$ cat config.mk
export PLATFORM = sky130hd
export DESIGN_NAME = mem_stage
export DESIGN_NICKNAME = d
export VERILOG_FILES = /design/src/rtl/mem_stage.sv
export SDC_FILE = /design/constraint.sdc
export NUM_CORES = 1
export LEC_CHECK = 0
export ABC_AREA = 1
export ABC_CLOCK_PERIOD_IN_PS = 9840
export CAP_MARGIN = 10
export CORE_AREA = 2 2 198 200
export DETAILED_ROUTE_END_ITERATION = 16
export DIE_AREA = 0 0 200 202
export PLACE_DENSITY = 0.66
export SETUP_SLACK_MARGIN = 0.2
export SLEW_MARGIN = 20
export SYNTH_ARGS = -nofsm -noshare
export SYNTH_HDL_FRONTEND = slang
export SYNTH_SLANG_ARGS = --single-unit
$ cat constraint.sdc
create_clock -name clk -period 9.84 [get_ports clk]
set_input_delay 0.984 -clock clk [delete_from_list [all_inputs] [get_ports clk]]
set_output_delay 0.984 -clock clk [all_outputs]
set_load 0.01 [all_outputs]
$ cat src/rtl/mem_stage.sv
// rtl/mem_stage.sv - pipeline MEM stage: lsu load/store sequencing, misalignment traps, WB handoff
module mem_stage #(
  parameter int DATA_W      = 64,
  parameter int ADDR_W      = 32,
  parameter int ALIGN_CHECK = 1
) (
  input  logic              clk,
  input  logic              rst,
  input  logic              flush,
  input  logic              in_valid,
  output logic              in_ready,
  input  logic [31:0]       in_pc,
  input  logic              in_mem_ren,
  input  logic              in_mem_wen,
  input  logic [2:0]        in_funct3,
  input  logic [ADDR_W-1:0] in_addr,
  input  logic [DATA_W-1:0] in_wdata,
  input  logic [DATA_W-1:0] in_alu_result,
  input  logic [4:0]        in_rd,
  input  logic              in_rd_wen,
  output logic [2:0]        lsu_funct3,
  output logic [ADDR_W-1:0] lsu_addr,
  output logic              lsu_r_ready,
  input  logic [DATA_W-1:0] lsu_r_data,
  input  logic              lsu_r_valid,
  output logic              lsu_w_valid,
  output logic [DATA_W-1:0] lsu_w_data,
  input  logic              lsu_w_ready,
  output logic              out_valid,
  input  logic              out_ready,
  output logic [31:0]       out_pc,
  output logic [4:0]        out_rd,
  output logic              out_rd_wen,
  output logic [DATA_W-1:0] out_rd_data,
  output logic              out_exc,
  output logic [3:0]        out_exc_cause,
  output logic [31:0]       out_exc_tval
);

  typedef enum logic [1:0] {IDLE, RD_WAIT, WR_WAIT, HOLD} state_t;

  state_t            r_state;
  state_t            w_next;
  state_t            w_acc_state;
  logic              w_accept;
  logic              w_misaligned;
  logic              w_mem;

  logic [31:0]       r_pc;
  logic [4:0]        r_rd;
  logic              r_rd_wen;
  logic [DATA_W-1:0] r_rd_data;
  logic              r_exc;
  logic [3:0]        r_cause;
  logic [31:0]       r_tval;
  logic [2:0]        r_funct3;
  logic [ADDR_W-1:0] r_addr;
  logic [DATA_W-1:0] r_wdata;
  logic              r_kill;

  assign w_mem = in_mem_ren | in_mem_wen;

  // funct3[1:0] encodes access size: 0 byte, 1 half, 2 word, 3 double
  always_comb begin
    w_misaligned = 1'b0;
    if (ALIGN_CHECK != 0 && w_mem) begin
      case (in_funct3[1:0])
        2'd1:    w_misaligned = in_addr[0];
        2'd2:    w_misaligned = |in_addr[1:0];
        2'd3:    w_misaligned = |in_addr[2:0];
        default: w_misaligned = 1'b0;
      endcase
    end
  end

  assign in_ready = (r_state == IDLE) | ((r_state == HOLD) & out_ready);
  assign w_accept = in_valid & in_ready & ~flush;

  always_comb begin
    w_acc_state = HOLD;
    if (!w_misaligned) begin
      if (in_mem_ren)      w_acc_state = RD_WAIT;
      else if (in_mem_wen) w_acc_state = WR_WAIT;
    end
  end

  always_comb begin
    w_next = r_state;
    case (r_state)
      IDLE: begin
        if (w_accept) w_next = w_acc_state;
      end
      RD_WAIT: begin
        if (lsu_r_valid) w_next = (r_kill | flush) ? IDLE : HOLD;
      end
      WR_WAIT: begin
        if (lsu_w_ready) w_next = (r_kill | flush) ? IDLE : HOLD;
      end
      HOLD: begin
        if (flush)          w_next = IDLE;
        else if (out_ready) w_next = w_accept ? w_acc_state : IDLE;
      end
      default: w_next = IDLE;
    endcase
  end

  always_ff @(posedge clk or posedge rst) begin
    if (rst) r_state <= IDLE;
    else     r_state <= w_next;
  end

  always_ff @(posedge clk or posedge rst) begin
    if (rst) begin
      r_pc      <= '0;
      r_rd      <= '0;
      r_rd_wen  <= 1'b0;
      r_rd_data <= '0;
      r_exc     <= 1'b0;
      r_cause   <= '0;
      r_tval    <= '0;
      r_funct3  <= '0;
      r_addr    <= '0;
      r_wdata   <= '0;
      r_kill    <= 1'b0;
    end else if (w_accept) begin
      r_pc      <= in_pc;
      r_rd      <= in_rd;
      r_rd_wen  <= in_rd_wen & ~w_misaligned & ~in_mem_wen;
      r_rd_data <= w_mem ? '0 : in_alu_result;
      r_exc     <= w_misaligned;
      r_cause   <= w_misaligned ? (in_mem_ren ? 4'd4 : 4'd6) : 4'd0;
      r_tval    <= w_misaligned ? 32'(in_addr) : 32'd0;
      r_funct3  <= in_funct3;
      r_addr    <= in_addr;
      r_wdata   <= in_wdata;
      r_kill    <= 1'b0;
    end else begin
      // an in-flight bus access cannot be aborted, so a flush only marks it for discard
      if (r_state == RD_WAIT) begin
        if (lsu_r_valid) begin
          r_rd_data <= lsu_r_data;
          r_kill    <= 1'b0;
        end else if (flush) begin
          r_kill <= 1'b1;
        end
      end
      if (r_state == WR_WAIT) begin
        if (lsu_w_ready) begin
          r_rd_wen <= 1'b0;
          r_kill   <= 1'b0;
        end else if (flush) begin
          r_kill <= 1'b1;
        end
      end
    end
  end

  assign lsu_funct3    = r_funct3;
  assign lsu_addr      = r_addr;
  assign lsu_w_data    = r_wdata;
  assign lsu_r_ready   = (r_state == RD_WAIT) & ~lsu_r_valid;
  assign lsu_w_valid   = (r_state == WR_WAIT) & ~lsu_w_ready;

  assign out_valid     = (r_state == HOLD);
  assign out_pc        = r_pc;
  assign out_rd        = r_rd;
  assign out_rd_wen    = r_rd_wen;
  assign out_rd_data   = r_rd_data;
  assign out_exc       = r_exc;
  assign out_exc_cause = r_cause;
  assign out_exc_tval  = r_tval;

endmodule

# --- After elaboration in Yosys (flattened, before gate mapping) ---
# Cells that the tools add are included.
classes:
  n_eq_ne: 10
  mux: 30
  bitwise_logic: 15
  n_reduce_logical: 10
op_table:
  columns: ["op", "n"]
  rows:
  - ["$mux 64", 4]
  - ["$mux 32", 1]
  - ["$mux 2", 10]
  - ["$mux 1", 12]
  - ["$eq 2x2->1 const B", 4]
  - ["$pmux 2 s4", 1]
  - ["$reduce_bool 2->1", 4]
  - ["$and 1x1->1", 7]
  - ["$ne 2x2->1 const B", 3]
  - ["$not 1->1", 5]
  - ["$eq 2x1->1 const B", 2]
  - ["$reduce_and 2->1", 2]
  - ["$reduce_and 4->1", 1]
  - ["$mux 3", 1]
  - ["$ne 3x2->1 const B", 1]
  - ["$or 1x1->1", 3]
  - ["$pmux 1 s3", 1]
  - ["$reduce_or 3->1", 1]
  - ["$logic_not 2->1", 1]
  - ["$reduce_or 2->1", 1]
word_totals:
  reg_bits: 241
  in_bits: 274
  out_inout_bits: 242
  elab_cells: 77

# --- Longest topological paths before layout ---
# Gate-level depths: netlist (run 1).
logic_depth:
  ltp_word: 9
  ltp_mapped: 10
  ltp_nobuf: 9

# --- Worst setup path before layout (run 1) ---
# Ideal clock, no wire load.
synth_timing:
  path_kind: "input-to-output"
  startpoint: "input port out_ready"
  endpoint: "output port in_ready"
  t_arrival_ps: 1202
  required_ps: 8856
  path_slack_ps: 7654
  stages: 2
  path_buffers: 0
  path_cell_list: "nand2_1 -> nand2_1"
synth_between:
  elab_chain_cells: 2
synth_rtl:
  columns: ["element", "line", "source"]
  rows:
  - ["start: declaration", "30", "input logic out_ready,"]
  - ["$and 1x1->1", "76", "assign in_ready = (r_state == IDLE) | ((r_state == HOLD) & out_ready);"]
  - ["$or 1x1->1", "76", null]
  - ["end: declaration", "11", "output logic in_ready,"]
# No other way between the ends.

# --- Final worst setup path (run 1) ---
layout_timing:
  startpoint: "input port lsu_w_ready"
  endpoint: "output port lsu_w_valid"
layout_between:
  elab_chain_cells: 2
layout_rtl:
  columns: ["element", "line", "source"]
  rows:
  - ["start: declaration", "28", "input logic lsu_w_ready,"]
  - ["$not 1->1", "162", "assign lsu_w_valid = (r_state == WR_WAIT) & ~lsu_w_ready;"]
  - ["$and 1x1->1", "162", null]
  - ["end: declaration", "26", "output logic lsu_w_valid,"]
# No other way between the ends.

==> results.yml, run 1 <==
outcome:
  status: "complete, no violations"
clocking:
  cts.sinks: 238
  cts_root_buf: "clkbuf_16"
  insertion_delay_ns: 0.55
  clkTransAtPathRegs_ns: 0.05
  cts_max_level: 1
  cts_made_buffers: 27
  ctsResizeCount: 0
  post-cts-setup-buffers: 0
  max-clock-path-buffers: 3
  cts_hold_buffers: 0
  tritoncts: "yes"
pwr:
  p_leak_nw: 7.69
  ir_drop_uv: 137
  power_density_nw_per_um2: 286
sta:
  fin_setup_tns_ns: 0
  max_freq_mhz: 307
  slew_violations: 0
  period_needed_ns: 3.26
  clock_skew_ns: 0.0134
  tightest_slew_ns: 1.20
  layout_setup_ws_ns: 6.58
  grt_setup_unrepaired: "no"
  hold_viol_final: 0
  setup_viol: 0
  max_slew_margin: 0.199
  period_share: 0.331
layout:
  diodes: 0
  nFillCells: 3742
  syn_to_final_growth_pct: 61.8
  final_cell_mix: "nand2_1 (657), clkdlybuf4s50_1 (513), dfrtp_1 (238)"
  drive_gt1_frac: 0.0346
  final_util: 0.434
  instances_no_fill: 2252
  layout_commonest_cell: "nand2_1"
  nets: 1994
grt:
  grt_pass1_wl_mm: 53.6
  antenna_found_initial: 0
  first_global_vias: 9465
  grt_usage: 0.168
  grt_overflow_total: 0
  grt_max_degree: 210
setup_path:
  slowest_stage: "clkdlybuf4s50_1"
  critPathArrivalTime_ns: 2.28
  critPathMaxFanout: 3
  cp_cell_sequence: "clkdlybuf4s50_1 -> inv_1 -> nand2_1 -> inv_1 -> clkdlybuf4s50_1"
  critPathRequiredTime_ns: 8.86
  max_stage_delay_ns: 0.56
  crit_path_start_kind: "input port"
  path_class: "input port to output port"
  endpoint_kind: "output port"
die:
  num_rows: 72
  initial_core_util: 0.268
  die_h_um: 202
  core_area_um2: 38300
  die_x_um: 200
  die_area_um2: 40400
  io_pins: 516
placement:
  hpwl_mm: 25.4
  io_buffer_count: 513
  dp.cells: 2205
  gp_congestion: 0.843
  dpl_worst_slack_ns: 6.13
synthesis:
  synth_top_area_cell: "dfrtp_1"
  syn_area_um2: 10300
  ys_types: 18
  ys_warn_count: 0
  synthCells: 1245
  synth.top_cell.area_share: 0.580
  ys_ff_latch: 238
  syn_avg_cell_area_um2: 8.25
  synthTopCellsByArea: "dfrtp_1 (58%), nand2_1 (24%), nand3b_1 (4.8%)"
  ys_seq_area_frac: 0.580
drt:
  first_pass_iters: 5
  wire_per_inst_um: 15.8
  drtIter0Drc: 379
  viasPerCell: 4.35
  drc: 0
  drtAntennaViolNets: 0
  drt-total-wl_mm: 35.7
  vias: 9785
run:
  cap_violations: 0
hold_path:
  hold_path_class: "flip-flop to flip-flop"
-- path summary, 6_finish.rpt --
kind                                       startpoint                    endpoint  slack, ns  depth (start not counted)
hold / removal             lsu_w_data[39]$_DFFE_PP0N_  lsu_w_data[39]$_DFFE_PP0N_       0.47                          2
min in group asynchronous                         rst      out_pc[27]$_DFFE_PP0N_       0.93                          2
setup reg to reg               r_state[0]$_DFFE_PP0P_  lsu_w_data[35]$_DFFE_PP0N_       6.83                          7
hold reg to reg            lsu_w_data[39]$_DFFE_PP0N_  lsu_w_data[39]$_DFFE_PP0N_       0.47                          2
max in group asynchronous                         rst  lsu_w_data[24]$_DFFE_PP0N_       7.52                          3
setup / recovery                          lsu_w_ready                 lsu_w_valid       6.58                          5
-- sequential cells by signal, summed over array words and instances, names as in the netlist --
register       cells
lsu_addr          32
lsu_funct3         3
lsu_w_data        64
out_exc_cause      2
out_exc_tval      32
out_pc            32
out_rd             5
out_rd_data       64
out_rd_wen         1
r_kill             1
r_state            2
-- cell families after synthesis --
| logic type | count (synthesis) | synth area share |
|---|---|---|
| buffers and inverters | 97 | 0.0454 |
| flip-flops | 238 | 0.580 |
| AND/OR/NAND/NOR | 864 | 0.348 |
| adder cells (fa/ha/maj) | 4 | 0.00487 |
| AO/OA/AOI/OAI | 41 | 0.0211 |
| other | 1 | 0.000365 |
-- routing by layer --
layer / part of all wire / wire [µm] / GRT usage
met1: 0.40 / 14100 / 0.201
met5: 0 / 0 / 0
met2: 0.50 / 17700 / 0.299
met3: 0.082 / 2930 / 0.0370
met4: 0.027 / 959 / 0.0540
-- synthesized netlist by cell type --
| library cell | number |
|---|---|
| nand2_1 | 657 |
| dfrtp_1 | 238 |
| nor2_1 | 71 |
| nand3_1 | 68 |
| nand3b_1 | 65 |
| buf_2 | 55 |
| o21ai_0 | 37 |
| clkbuf_1 | 16 |
| inv_1 | 12 |
| buf_4 | 9 |
| ha_1 | 4 |
| inv_2 | 4 |
| a21oi_1 | 3 |
| nand2_2 | 2 |
| a21oi_4 | 1 |
| buf_1 | 1 |
| conb_1 | 1 |
| nor3_1 | 1 |
-- critical path, delay by kind of cell --
kind                   cells  cell delay (ns)
buffers and inverters      4             1.19
AND/OR/NAND/NOR            1             0.11
-- power breakdown --
part	total [mW]	internal, mW	switching (mW)
sequential	1.67	1.42	0.246
clock	0.996	0.582	0.414
combinational	2.09	1.09	1.01
total	4.75	3.09	1.67
-- cell type report --
type                    count  area, µm²  share of cell area
flip-flops and latches    238       5960               0.358
repair buffers            522       5220               0.314
multi-input cells         911       3850               0.232
clock buffers              36        739              0.0445
well taps                 518        648              0.0390
clock inverters            11        133             0.00798
inverters                  16       71.3             0.00429
-- metrics by stage --
stage | area [µm²] | power, mW | hold WS (ns)
6_report | 16600 | 4.75 | 0.467
2_1_floorplan | 10300 | 2.54 | 0.509
3_5_place_dp | 15700 | 3.79 | 0.458
3_3_place_gp | 15700 | 3.75 | 0.453
4_1_cts | 16600 | 4.81 | 0.472
5_1_grt | 16600 | 5.07 | 0.485
(Power assumes the default switching activity.)
==> run 2: changes to the inputs <==
Settings changed: ABC_CLOCK_PERIOD_IN_PS 9840 to 3000, CORE_AREA 2 2 198 200 to 2 2 202 204, DIE_AREA 0 0 200 202 to 0 0 204 206.
Clock period 9.84 ns to 3 ns, I/O delays scaled along.
==> run 2 against run 1 <==
Against the previous run: combinational power grew to 3.3 times the previous value; cell area grew 1.4%; global-route usage shrank 0.77 points; routed wire length shrank 0.30%; worst hold slack lost 0.17 ns; total power grew to 3.3 times the previous value; die area grew 4.0%; clock power grew to 3.3 times the previous value; first-iteration DRC count grew 44%; count of clock-buffer cells in the layout grew 2; critical path type is now flip-flop to flip-flop; critical endpoint is now out_rd_data[44]$_DFFE_PP0P_; largest cell class unchanged.
==> results.yml, run 2 (same netlist as run 1, synthesis figures left out) <==
die:
  die_x_um: 204
  io_pins: 516
  num_rows: 74
  die_h_um: 206
  initial_core_util: 0.256
  core_area_um2: 40200
  die_area_um2: 42000
sta:
  setup_viol: 0
  period_share: 0.766
  hold_viol_final: 0
  period_needed_ns: 2.30
  clock_skew_ns: 0.00798
  max_freq_mhz: 435
  slew_violations: 0
  tightest_slew_ns: 0.966
  grt_setup_unrepaired: "no"
  max_slew_margin: 0.356
setup_path:
  endpoint_kind: "flip-flop"
  reg2reg_to: "out_rd_data[44]$_DFFE_PP0P_"
  r2r_cells: 9
  critPathRequiredTime_ns: 3.42
  critPathArrivalTime_ns: 2.72
  r2r-start: "r_state[0]$_DFFE_PP0P_"
  critPathMaxFanout: 64
  r2r_slack_ns: 0.70
  crit_path_start_kind: "flip-flop"
  path_class: "flip-flop to flip-flop"
placement:
  dp.cells: 2236
  io_buffer_count: 513
  gp_congestion: 0.812
  placed_area_um2: 16000
  hpwl_mm: 25.7
clocking:
  post-cts-setup-buffers: 0
  cts_root_buf: "clkbuf_16"
  cts_max_level: 1
  max-clock-path-buffers: 3
  insertion_delay_ns: 0.53
  ctsResizeCount: 0
  cts_made_buffers: 27
  cts.sinks: 238
  tritoncts: "yes"
  clkTransAtPathRegs_ns: 0.06
  cts_hold_buffers: 0
pwr:
  p_int_mw: 10.2
  power_density_nw_per_um2: 926
  power_frac_seq: 0.351
  p_clk_frac: 0.209
  switching_share: 0.346
  p_leak_nw: 7.82
  ir_drop_uv: 528
  p_switching_mw: 5.40
  combPwrFrac: 0.441
drt:
  drt-total-wl_mm: 35.6
  first_pass_iters: 5
  wire_per_inst_um: 15.6
  vias: 9890
  drtAntennaViolNets: 0
  viasPerCell: 4.33
  drc: 0
  drtIter0Drc: 544
layout:
  nets: 2011
  stdcell_area_um2: 16800
  drive_gt1_frac: 0.0445
  syn_to_final_growth_pct: 64.0
  diodes: 0
  instances_no_fill: 2284
  seq_area_um2: 5960
  layout_commonest_cell: "nand2_1"
  final_cell_mix: "nand2_1 (657), clkdlybuf4s50_1 (513), dfrtp_1 (238)"
  multi_input_area_um2: 3850
  nFillCells: 4041
grt:
  grt_usage: 0.161
  first_global_vias: 9770
  antenna_found_initial: 0
  grt_max_degree: 176
  grt_pass1_wl_mm: 54.2
  grt_overflow_total: 0
hold_path:
  hold_path_class: "input port to flip-flop"
  min_to: "lsu_w_data[50]$_DFFE_PP0N_"
  hp-start: "in_wdata[50]"
  hold_path_depth: 3
outcome:
  status: "complete, no violations"
run:
  cap_violations: 0
==> run 2: cell count changes in the layout (fill, tap and decap cells not counted) <==
cell and change:
clkinv_2 +2, inv_8 -1, inv_6 +1, buf_6 -1, inv_16 -1, clkinvlp_4 -3, buf_4 +11, clkinv_4 +1
buf_12 +7, clkbuf_8 +2
==> run 2: how the worst max path moves through the flow <==
stage	from	endpoint	slack, ns	cells after the start
6_report	r_state[0]$_DFFE_PP0P_	out_rd_data[44]$_DFFE_PP0P_	0.70	9
5_1_grt	r_state[0]$_DFFE_PP0P_	out_rd_data[46]$_DFFE_PP0P_	0.44	9
4_1_cts	r_state[0]$_DFFE_PP0P_	lsu_w_valid	0.70	5
3_5_place_dp	flush	out_rd_data[31]$_DFFE_PP0P_	0.57	9
3_3_place_gp	flush	out_rd_data[54]$_DFFE_PP0P_	0.65	9
2_1_floorplan	rst	lsu_addr[0]$_DFFE_PP0N_	-0.42	1
==> run 2: final cells by class <==
type                       instances  area share
clock buffer                      38      0.0455
tap                              532      0.0395
sequential                       238       0.353
timing repair buffer             539       0.322
inverter                          16     0.00401
multi-input combinational        911       0.229
clock inverter                    10     0.00653
==> run 2: per-stage QoR <==
step                      utilization  power (mW)  setup TNS [ns]  hold WS (ns)  setup slack (ns)
after CTS                       0.419        15.8               0         0.266             0.695
final                           0.419        15.6               0         0.298             0.703
after floorplan                     -        8.32          -99.92         0.417            -0.420
after global routing            0.419        16.7               0         0.297             0.436
after global placement          0.397        12.3               0         0.453             0.646
after detailed placement        0.397        12.5               0         0.458             0.569
==> run 2: power groups by stage <==
stage          clock network (mW)  logic, mW  registers (mW)
2_1_floorplan                   0       2.21            6.11
3_3_place_gp                    0       6.84            5.48
3_5_place_dp                    0       6.98            5.50
4_1_cts                      3.36       6.99            5.48
5_1_grt                      3.50       7.54            5.66
6_report                     3.26       6.87            5.47
==> run 2: routing by layer <==
metal  track usage  vias up  routed length, µm
met2         0.273      360              17100
met3        0.0360       54               2640
met4        0.0520        0                997
met1         0.203     4643              14800
met5             0        -                  0
li1              -     4833                  -
==> run 2: worst max-delay path, cell delays in order (launching register included) <==
cell and delay, ns:
dfrtp_1 0.41, inv_1 0.10, ha_1 0.19, inv_2 0.07, a21oi_4 0.18, inv_4 0.06
nand2_2 0.07, clkinv_2 0.68, nand2_1 0.28, nand2_1 0.07
==> run 3: changes to the inputs <==
Settings changed: ABC_CLOCK_PERIOD_IN_PS 3000 to 2000.
Clock period 3 ns to 2 ns, I/O delays scaled along.
==> run 3 against run 2 <==
Against the previous run: utilization is 2.6 points higher; largest cell class is now non-clock buffers; critical path type unchanged; largest power group unchanged; non-clock buffer count grew 47; global-route usage rose by 0.72 points.
==> results.yml, run 3 (same netlist as run 1, synthesis figures left out) <==
grt:
  antenna_found_initial: 1
  grt_overflow_total: 0
  grt_max_degree: 65
  first_global_vias: 9728
  grt_usage: 0.168
  grt_pass1_wl_mm: 55.6
drt:
  vias: 10200
  wire_per_inst_um: 16.6
  drt-total-wl_mm: 38.8
  drc: 0
  drtIter0Drc: 593
  viasPerCell: 4.39
  drtAntennaViolNets: 0
  first_pass_iters: 5
placement:
  dpl_worst_slack_ns: 0.0285
  placed_area_um2: 16200
  io_buffer_count: 513
  gp_congestion: 0.851
  hpwl_mm: 26.5
clocking:
  cts_made_buffers: 28
  tritoncts: "yes"
  cts_root_buf: "clkbuf_16"
  cts_hold_buffers: 0
  insertion_delay_ns: 0.55
  clkTransAtPathRegs_ns: 0.06
  max-clock-path-buffers: 3
  cts.sinks: 238
  cts_max_level: 1
sta:
  setup_viol: 0
  period_needed_ns: 1.81
  period_share: 0.904
  hold_viol_final: 0
  grt_setup_unrepaired: "yes"
  slew_violations: 0
  layout_setup_ws_ns: 0.193
  max_freq_mhz: 553
  clock_skew_ns: 0.00615
layout:
  nets: 2059
  drive_gt1_frac: 0.0928
  multi_input_area_um2: 3990
  syn_to_final_growth_pct: 74.2
  seq_area_um2: 5960
  layout_commonest_cell: "nand2_1"
  nFillCells: 3911
  final_cell_mix: "nand2_1 (634), clkdlybuf4s50_1 (508), dfrtp_1 (237)"
  stdcell_area_um2: 17900
pwr:
  p_leak_nw: 8.31
  power_density_nw_per_um2: 1370
  p_int_mw: 16.0
  finalPower_mw: 24.6
  p_clk_frac: 0.201
  ir_drop_uv: 598
  p_switching_mw: 8.53
  combPwrFrac: 0.462
  power_frac_seq: 0.337
  switching_share: 0.347
setup_path:
  critPathArrivalTime_ns: 2.30
  endpoint_kind: "flip-flop"
  critPathRequiredTime_ns: 2.49
  reg2reg_to: "out_rd_data[36]$_DFFE_PP0P_"
  r2r_cells: 10
  critPathMaxFanout: 17
  path_class: "flip-flop to flip-flop"
  r2r-start: "r_state[0]$_DFFE_PP0P_"
  r2r_slack_ns: 0.19
  crit_path_start_kind: "flip-flop"
die:
  die_area_um2: 42000
  die_h_um: 206
  num_rows: 74
  core_area_um2: 40200
  io_pins: 516
  initial_core_util: 0.256
  die_x_um: 204
outcome:
  status: "complete, no violations"
hold_path:
  hold_path_class: "input port to async pin"
run:
  cap_violations: 0
[run 3: area by class of cell]
class                           instances  area share
Timing Repair Buffer                  586       0.352
Sequential cell                       238       0.333
Inverter                               16     0.00385
Clock inverter                          8     0.00462
Clock buffer                           41      0.0458
Multi-Input combinational cell        911       0.223
Antenna cell                            1    0.000140
Tap cell                              532      0.0372
[run 3: what timing repair did]
| action | 4_1_cts | 5_1_grt |
|---|---|---|
| setup endpoints to repair | 169 | 233 |
| gates resized for setup | 23 | 90 |
| buffers inserted | 6 | 3 |
| pin swaps | 1 | 28 |
| cloned | 5 | 12 |
[run 3: power by group through the flow]
| stage | logic, mW | clock network, mW | registers (mW) |
|---|---|---|---|
| after floorplan | 3.32 | 0 | 9.17 |
| after global placement | 10.5 | 0 | 8.24 |
| after detailed placement | 10.6 | 0 | 8.28 |
| after CTS | 11.0 | 5.09 | 8.26 |
| after global routing | 12.3 | 5.29 | 8.51 |
| final | 11.4 | 4.94 | 8.27 |
[run 3: worst max-delay path by stage]
stage / start / end / slack (ns) / cells after the start
floorplan: rst / lsu_addr[0]$_DFFE_PP0N_ / -1.32 / 1
global placement: flush / out_rd_data[11]$_DFFE_PP0P_ / 0.1 / 9
detailed placement: flush / out_exc_tval[5]$_DFFE_PP0N_ / 0.03 / 8
CTS: r_state[0]$_DFFE_PP0P_ / lsu_w_valid / 0.05 / 5
global route: r_state[0]$_DFFE_PP0P_ / out_exc_tval[5]$_DFFE_PP0N_ / 0.10 / 9
finish: r_state[0]$_DFFE_PP0P_ / out_rd_data[36]$_DFFE_PP0P_ / 0.19 / 10
[run 3: per-layer routing]
| layer | up-vias | GRT usage | share of wire |
|---|---|---|---|
| li1 | 4949 | - | - |
| met1 | 4818 | 0.221 | 0.42 |
| met2 | 411 | 0.279 | 0.48 |
| met3 | 54 | 0.0333 | 0.072 |
| met4 | 2 | 0.0520 | 0.024 |
| met5 | - | 0 | 0.00033 |
[run 3: through the flow]
stage / std cells / setup TNS [ns] / util / hold slack (ns)
global route: 2332 / 0 / 0.445 / 0.0619
floorplan: 1246 / -314.13 / - / 0.317
finish: 2333 / 0 / 0.445 / 0.0333
detailed placement: 2257 / 0 / 0.404 / 0.457
global placement: 2257 / 0 / 0.404 / 0.453
CTS: 2317 / 0 / 0.433 / 0.0165
[run 3: critical path, stage by stage, from the launching register on]
cell	delay, ns
dfrtp_2	0.45
inv_2	0.10
ha_4	0.15
inv_4	0.04
a21oi_4	0.22
buf_6	0.16
buf_12	0.16
clkbuf_16	0.19
nor2_1	0.04
nand3b_1	0.14
nand2_1	0.06
